### src/rtl/serial_adder.sv
// Bit-serial adder: one full_adder cell, LSB first, carry held in a flop between bits.
// A start in IDLE captures the operands; done pulses once the last bit has been summed.

module full_adder (
  output logic s,
  output logic cout,
  input  logic a,
  input  logic b,
  input  logic cin
);
  assign s    = a ^ b ^ cin;
  assign cout = (a & b) | (cin & (a ^ b));
endmodule

// state | meaning
// IDLE  | waiting for start; result from the previous add is held
// RUN   | one bit summed per edge, LSB first
// DONE  | result complete; done high for this single cycle
module serial_adder #(
  parameter int WIDTH = 8
) (
  input  logic             clk,
  input  logic             rst,
  input  logic             start,
  input  logic [WIDTH-1:0] a,
  input  logic [WIDTH-1:0] b,
  input  logic             cin,
  output logic             busy,
  output logic             done,
  output logic [WIDTH-1:0] sum,
  output logic             cout
);
  localparam int CNT_W = $clog2(WIDTH);
  localparam logic [CNT_W-1:0] LAST = CNT_W'(WIDTH - 1);

  typedef enum logic [1:0] {IDLE, RUN, DONE} state_t;

  state_t           state_q, state_d;
  logic [WIDTH-1:0] a_sr, b_sr, sum_q;
  logic             carry_q;
  logic [CNT_W-1:0] cnt;
  logic             fa_s, fa_cout;

  full_adder u_fa (
    .s    (fa_s),
    .cout (fa_cout),
    .a    (a_sr[0]),
    .b    (b_sr[0]),
    .cin  (carry_q)
  );

  always_ff @(posedge clk or posedge rst) begin
    if (rst) state_q <= IDLE;
    else     state_q <= state_d;
  end

  always_comb begin
    state_d = state_q;
    case (state_q)
      IDLE:    if (start) state_d = RUN;
      RUN:     if (cnt == LAST) state_d = DONE;
      DONE:    state_d = IDLE;
      default: state_d = IDLE;
    endcase
  end

  always_comb begin
    busy = (state_q == RUN);
    done = (state_q == DONE);
  end

  // The carry flop doubles as the carry-out register once the last bit is in.
  always_ff @(posedge clk or posedge rst) begin
    if (rst) begin
      a_sr    <= '0;
      b_sr    <= '0;
      sum_q   <= '0;
      carry_q <= 1'b0;
      cnt     <= '0;
    end else begin
      case (state_q)
        IDLE: begin
          if (start) begin
            a_sr    <= a;
            b_sr    <= b;
            carry_q <= cin;
            cnt     <= '0;
          end
        end
        RUN: begin
          a_sr    <= {1'b0, a_sr[WIDTH-1:1]};
          b_sr    <= {1'b0, b_sr[WIDTH-1:1]};
          sum_q   <= {fa_s, sum_q[WIDTH-1:1]};
          carry_q <= fa_cout;
          cnt     <= cnt + CNT_W'(1);
        end
        default: ;
      endcase
    end
  end

  assign sum  = sum_q;
  assign cout = carry_q;
endmodule

### config.mk
export PLATFORM = sky130hd
export DESIGN_NAME = serial_adder
export DESIGN_NICKNAME = d
export VERILOG_FILES = /design/src/rtl/serial_adder.sv
export SDC_FILE = /design/constraint.sdc
export NUM_CORES = 1
export LEC_CHECK = 0
export ABC_CLOCK_PERIOD_IN_PS = 1400
export CAP_MARGIN = 20
export CORE_UTILIZATION = 50
export DETAILED_ROUTE_END_ITERATION = 12
export PLACE_DENSITY = 0.84
export SYNTH_ARGS = -nofsm -noshare
export SYNTH_HDL_FRONTEND = slang
export SYNTH_SLANG_ARGS = --single-unit
### constraint.sdc
create_clock -name clk -period 1.4 [get_ports clk]
set_input_delay 0.42 -clock clk [delete_from_list [all_inputs] [get_ports clk]]
set_output_delay 0.42 -clock clk [all_outputs]
set_load 0.01 [all_outputs]
Word-level counts from Yosys, hierarchy flattened
Index checks and enable logic that the tools add are counted.
{"block": "op_classes", "add_sub_neg": 1, "n_eq_ne": 5, "mux": 11, "n_bitwise": 5, "n_reduce_logical": 4}
{"cell": "$pmux 8 s2", "count": 2}
{"cell": "$mux 8", "count": 2}
{"cell": "$pmux 3 s2", "count": 1}
{"cell": "$mux 2", "count": 2}
{"cell": "$pmux 2 s2", "count": 1}
{"cell": "$reduce_and 2->1", "count": 2}
{"cell": "$add 3x1->3 const B", "count": 1}
{"cell": "$eq 3x3->1 const B", "count": 1}
{"cell": "$mux 3", "count": 1}
{"cell": "$and 1x1->1", "count": 2}
{"cell": "$eq 2x1->1 const B", "count": 1}
{"cell": "$eq 2x2->1 const B", "count": 1}
{"cell": "$logic_not 2->1", "count": 1}
{"cell": "$ne 2x1->1 const B", "count": 1}
{"cell": "$ne 2x2->1 const B", "count": 1}
{"cell": "$pmux 1 s2", "count": 1}
{"cell": "$reduce_bool 2->1", "count": 1}
{"cell": "$xor 1x1->1", "count": 2}
{"cell": "$mux 1", "count": 1}
{"cell": "$or 1x1->1", "count": 1}
{"block": "totals", "ff_bits": 30, "in_bits": 20, "output_inout_bits": 11, "wordCells": 32}

Depth between registers and ports, before layout
Gate-level depths: netlist (run 1).
{"block": "logic_depth", "depth_word": 4, "ltp_mapped": 4, "ltp_nobuf": 4}

Hierarchy
Synthesis (run 1) repeated with hierarchy kept, for this count alone.
{"block": "hier_totals", "hier_cells": 130, "area_unflattened_um2": 1403.8}
{"module": "serial_adder", "n_inst": 1, "cells_each": 129, "area_each_um2": 1383.8, "seq_area_each_um2": 750.7}
{"module": "full_adder", "n_inst": 1, "cells_each": 1, "area_each_um2": 20.0, "seq_area_each_um2": 0.0}

Least setup slack after synthesis (run 1)
No wires, ideal clock.
{"block": "synth_timing", "kind": "register -> output", "startpoint": "reg state_q[1]", "endpoint": "out done", "arrival_time_ns": 0.951, "required_ns": 0.980, "slack_ns": 0.029, "stages_incl_launch_ff": 4, "path_buffers": 2, "cell_sequence": "dfrtp_1 > buf_6 > clkbuf_1 > nor2b_1"}
{"block": "synth_via", "elab_chain_cells": 1}
{"item": "start: declaration", "line": "38", "text": "state_t state_q, state_d;"}
{"item": "start signal: assignment", "line": "54", "text": "else state_q <= state_d;"}
{"item": "$eq 2x2->1", "line": "69", "text": "done = (state_q == DONE);"}
{"item": "end: declaration", "line": "29", "text": "output logic done,"}
Every way passes these cells.

Worst setup path in the final report (run 1)
Same ends and word-level chain as after synthesis.

==> results.txt, run 1 <==
clock latency reported for the late side of the worst-skew pair = 0.33 ns
Iteration-0 DRC Markers = 32
Worst R2R Setup Slack = -0.06 ns
antenna cells = 0
largest vdd supply drop = 1.54 mV
Final Hold Vio Count = 0
total congestion overflow after global routing = 0
Arrival @ worst endpoint = 1.07 ns
number of distinct library cells after synthesis = 30
number of standard cells in the final layout excluding fillers = 201
sequential share of the synthesized area = 50.3%
placement-stage worst setup slack = -0.422 ns
number of nets in the layout = 192
Area growth, synth to finish = 38.8%
most common cell after layout, fill and taps aside = sky130_fd_sc_hd__dfrtp_1
final setup vio count = 7
Synth Cell Area = 1490 µm²
number of nets with antenna violations after routing = 0
# clock sinks = 30
CTS Buffer Depth = 2
Layout Skew = 0.00419 ns
Overall Global Routing Usage = 21.4%
DIE AREA = 3210 µm²
largest driver fanout on the critical path = 2
max-cap violation count = 0
I/O pin total = 31
Site Rows = 19
via count normalized by instance count = 5.58
starting density of the core = 53.7%
transition time at the pin with the least slew margin = 0.357 ns
Fmax achieved = 670 MHz
total instance count after detailed placement = 184
number of buffers created by CTS = 5
most frequent cells in the layout = 29 x sky130_fd_sc_hd__dfrtp_1, 18 x sky130_fd_sc_hd__clkdlybuf4s50_1, 18 x sky130_fd_sc_hd__buf_4
status = complete, but fails checks
number of storage elements in the synthesis netlist = 30
clock-pin slew reported for the worst setup and hold paths after clock tree synthesis = 0.10 ns
number of buffers inserted for hold repair after clock tree synthesis = 0
Root Driver = sky130_fd_sc_hd__clkbuf_4
Synthesis Warnings = 0
gate count after technology mapping = 120
critical path capture point type = output port
die boundary height = 56.6 µm
pin count of the biggest net entering global routing = 31
setup repair after global routing missed its margin = yes
vias in the first global route = 1171
number of iterations in the first detailed-routing pass = 4
deepest level of the CTS H-tree = 2
post-layout min period = 1.49 ns
placed wire-length estimate = 2090 µm
classification of the worst-slack hold path = in -> async
share of layout cells above drive strength 1 = 42.9%
Static Leak = 0.000944 µW
die width = 56.6 µm
total core area = 2780 µm²
final period utilization = 107%
launching element type of the critical path = flop
power density relative to cell area = 2120 nW/µm²
failing checks = negative setup slack
post-route setup slack = -0.0928 ns
cell area after placement = 1890 µm²
vias post-DR = 1121
clock tree from TritonCTS = done
worst slew margin relative to its limit = 75.9%
routed wire length = 3130 µm
final non-filler cell area = 2070 µm²
antenna violations before repair = 0
final max-slew violation count = 0
critical path class = reg -> out
global-route wire length before repair = 5240 µm
endpoint required time on the critical path = 0.98 ns
worst hold margin = 0.422 ns
Layout Utilization = 74.5%
DRC violation count after routing = 0
Port-buffer cells = 30
Syn Area/Cell = 12.4 µm²
wire length per cell after detailed routing = 15.6 µm
net count of the mapped netlist = 143
final weighted congestion of routability-driven global placement = 0.736
where the power goes:
group / total, µW / switching (µW) / leakage [µW] / internal, µW
clock: 681 / 312 / 0.0000450 / 370
combinational: 2150 / 925 / 0.000548 / 1230
sequential: 1560 / 277 / 0.000351 / 1290
cell families after synthesis:
family	after synthesis	synth area share, %
and+or+nand+nor	34	17.9
DFF	30	50.3
AOI/OAI and AO/OA	22	14.6
buffers and inverters	22	7.46
muxes	9	6.71
adders and majority gates	3	3.02
registers in the layout (all words and copies together), names as in the netlist:
name,cells
state_q,2
cout,1
b_sr,8
sum,8
a_sr,8
cnt,3
critical path, stage by stage, from the launching register on:
cell and delay, ns:
sky130_fd_sc_hd__dfrtp_1 0.40, sky130_fd_sc_hd__buf_6 0.12, sky130_fd_sc_hd__nor2b_4 0.12, sky130_fd_sc_hd__buf_6 0.12
final timing paths:
check	from	end	depth (start not counted)
hold / removal	rst	sum[1]	3
setup reg to reg	state_q[1]	cout	4
hold reg to reg	cnt[0]	cnt[0]	1
min in group clk	cnt[0]	cnt[0]	1
setup / recovery	state_q[1]	done	3
max in group asynchronous	rst	state_q[0]	3
cell usage after synthesis:
cell	n	area, µm²
sky130_fd_sc_hd__a21oi_1	1	5.00
sky130_fd_sc_hd__a221oi_2	2	30.0
sky130_fd_sc_hd__buf_6	2	22.5
sky130_fd_sc_hd__nand2b_1	3	18.8
sky130_fd_sc_hd__ha_1	2	25.0
sky130_fd_sc_hd__nor2_1	1	3.75
sky130_fd_sc_hd__buf_4	2	15.0
sky130_fd_sc_hd__o21ba_2	1	10.0
sky130_fd_sc_hd__a221oi_1	3	26.3
sky130_fd_sc_hd__buf_2	4	20.0
sky130_fd_sc_hd__inv_2	1	3.75
sky130_fd_sc_hd__a211oi_1	5	37.5
sky130_fd_sc_hd__inv_1	11	41.3
sky130_fd_sc_hd__clkbuf_1	1	3.75
sky130_fd_sc_hd__nor4b_1	5	43.8
sky130_fd_sc_hd__nor3b_1	11	82.6
sky130_fd_sc_hd__mux2i_1	1	10.0
sky130_fd_sc_hd__o221a_2	5	56.3
sky130_fd_sc_hd__and4bb_2	2	25.0
sky130_fd_sc_hd__or4b_1	5	50.1
sky130_fd_sc_hd__fa_1	1	20.0
sky130_fd_sc_hd__and2_1	1	6.26
sky130_fd_sc_hd__clkbuf_2	1	5.00
sky130_fd_sc_hd__o21bai_4	1	18.8
sky130_fd_sc_hd__mux2_2	8	90.1
sky130_fd_sc_hd__dfrtp_1	30	751
sky130_fd_sc_hd__a211o_1	1	8.76
sky130_fd_sc_hd__a21o_1	1	7.51
sky130_fd_sc_hd__nor2b_1	6	37.5
sky130_fd_sc_hd__a22o_1	2	17.5
through the flow:
stage | setup TNS [ns] | power [µW]
detailed placement | -6.61 | 3480
finish | -0.379 | 4400
global placement | -5.58 | 3360
floorplan | 0 | 2750
CTS | -0.889 | 4330
global route | -0.859 | 4690
metal layers:
metal	global-route usage, %	vias to the layer above	routed length (µm)
met1	27.1	543	1290
li1	-	538	-
met2	36.1	38	1650
met4	7.67	0	19
met3	4.38	2	163
met5	0	-	0
area by class of cell:
type | instances | area (µm²)
well taps | 31 | 38.8
clock inverters | 3 | 40.0
fillers | 203 | 709
clock buffers | 5 | 37.5
inverters | 12 | 47.5
multi-input cells | 68 | 698
flip-flops and latches | 30 | 752
repair buffers | 52 | 458
timing repair:
item                       4_1_cts  5_1_grt
cloned                           0        0
setup buffers                    8        2
setup endpoints to repair       19       30
gates resized for setup         35       20
pin swaps                        0        1
(Power assumes the default switching activity.)
==> inputs of run 2 (changes only) <==
Settings changed: CORE_MARGIN set to 1.5.
==> run 2 against run 1 <==
  * The flow finishes with violations (design-rule violations, negative setup slack)
  * Fmax increased by 1.2%
  * First-iteration DRC count decreased by 13%
  * Worst setup slack improved by 0.017 ns
  * Cell count decreased by 0.50%
  * Clock power decreased by 1%
  * Via count increased by 0.18%
  * Hold slack improved by 0.0079 ns
  * Sequential share of layout area increased by 0.38 points
  * Utilization decreased by 1.4 points
  * Largest cell class unchanged
  * Wire length increased by 0.29%
  * Sequential power about the same
==> results.txt, run 2 (same netlist as run 1, synthesis figures left out) <==
die boundary height = 57.6 µm
clock-pin slew reported for the worst setup and hold paths after clock tree synthesis = 0.09 ns
CTS Buffer Depth = 2
Layout Skew = 0.00509 ns
endpoint required time on the critical path = 0.98 ns
total instance count after detailed placement = 186
global-route wire length before repair = 5330 µm
number of nets in the layout = 191
Root Driver = sky130_fd_sc_hd__clkbuf_4
depth of the worst register-to-register path = 4
max-cap violation count = 0
Filler Cells Inserted = 201
DIE AREA = 3320 µm²
share of layout cells above drive strength 1 = 42.0%
total congestion overflow after global routing = 0
Area growth, synth to finish = 37.4%
classification of the worst-slack hold path = in -> async
clock latency reported for the late side of the worst-skew pair = 0.33 ns
largest driver fanout on the critical path = 3
I/O pin total = 31
Worst R2R Setup Slack = -0.05 ns
status = complete, but fails checks
pin count of the biggest net entering global routing = 31
worst hold margin = 0.430 ns
Overall Global Routing Usage = 21.9%
Iteration-0 DRC Markers = 28
critical path class = reg -> out
vias in the first global route = 1146
final non-filler cell area = 2050 µm²
post-route setup slack = -0.0757 ns
placed wire-length estimate = 2100 µm
routed wire length = 3140 µm
largest vdd supply drop = 1.21 mV
Static Leak = 0.000931 µW
clock tree from TritonCTS = done
Fmax achieved = 678 MHz
final period utilization = 105%
deepest level of the CTS H-tree = 2
Arrival @ worst endpoint = 1.06 ns
Final Hold Vio Count = 0
Port-buffer cells = 30
final setup vio count = 6
cell area after placement = 1900 µm²
final weighted congestion of routability-driven global placement = 0.765
starting density of the core = 53.2%
most frequent cells in the layout = 29 x sky130_fd_sc_hd__dfrtp_1, 18 x sky130_fd_sc_hd__clkdlybuf4s50_1, 16 x sky130_fd_sc_hd__buf_4
antenna violations before repair = 0
launching element type of the critical path = flop
# clock sinks = 30
die width = 57.6 µm
DRC violation count after routing = 3
Layout Utilization = 73.1%
number of nets with antenna violations after routing = 0
setup repair after global routing missed its margin = yes
wire length per cell after detailed routing = 15.7 µm
transition time at the pin with the least slew margin = 0.361 ns
critical path capture point type = output port
power density relative to cell area = 2110 nW/µm²
most common cell after layout, fill and taps aside = sky130_fd_sc_hd__dfrtp_1
antenna cells = 0
post-layout min period = 1.48 ns
vias post-DR = 1123
placement-stage worst setup slack = -0.421 ns
number of standard cells in the final layout excluding fillers = 200
failing checks = design-rule violations, negative setup slack
number of iterations in the first detailed-routing pass = 8
final max-slew violation count = 0
worst slew margin relative to its limit = 75.6%
via count normalized by instance count = 5.62
total core area = 2810 µm²
number of buffers created by CTS = 5
number of buffers inserted for hold repair after clock tree synthesis = 0
Site Rows = 19
## run 2: where the power goes
group | switching, µW | total (µW) | internal [µW]
registers | 260 | 1550 | 1290
logic | 925 | 2110 | 1190
clock network | 302 | 672 | 370
total | 1490 | 4330 | 2840
## run 2: layout make-up
cell class / instances / area (µm²) / share of cell area (%)
clock buffer: 5 / 37.5 / 1.83
clock inverter: 3 / 40.0 / 1.95
inverter: 12 / 45.0 / 2.20
multi-input combinational: 68 / 689 / 33.6
sequential: 30 / 752 / 36.7
tap: 31 / 38.8 / 1.89
timing repair buffer: 51 / 448 / 21.8
## run 2: routing by layer
metal  track usage (%)  vias up  wire length (µm)  share of wire, %
li1                  -      533                 -                 -
met1              26.1      558              1300                42
met2              36.2       26              1630                52
met3              8.04        6               146               4.7
met4              8.64        0                57               1.8
met5                 0        -                 0                 0
## run 2: timing repair
| item | CTS | global route |
|---|---|---|
| gates cloned | 0 | 0 |
| endpoints found under the setup margin | 19 | 26 |
| pin swaps | 2 | 7 |
| gates resized for setup | 35 | 19 |
| setup buffers | 6 | 0 |
## run 2: worst paths after layout
kind,start,endpoint
worst max register to register,state_q[1],a_sr[4]
worst min register to register,cnt[0],cnt[0]
max in group asynchronous,rst,state_q[0]
worst min-delay path,rst,sum[0]
worst max-delay path,state_q[1],busy
min in group clk,cnt[0],cnt[0]
## run 2: through the flow
step           setup TNS [ns]  power, µW
6_report               -0.299       4330
5_1_grt                -0.683       4670
4_1_cts                -0.338       4270
3_5_place_dp            -6.82       3480
3_3_place_gp            -5.80       3370
2_1_floorplan               0       2750
## run 2: worst max-delay path, cell delays in order (launching register included)
cell and delay, ns:
sky130_fd_sc_hd__dfrtp_1 0.41, sky130_fd_sc_hd__nand2b_4 0.16, sky130_fd_sc_hd__inv_2 0.06, sky130_fd_sc_hd__buf_6 0.10
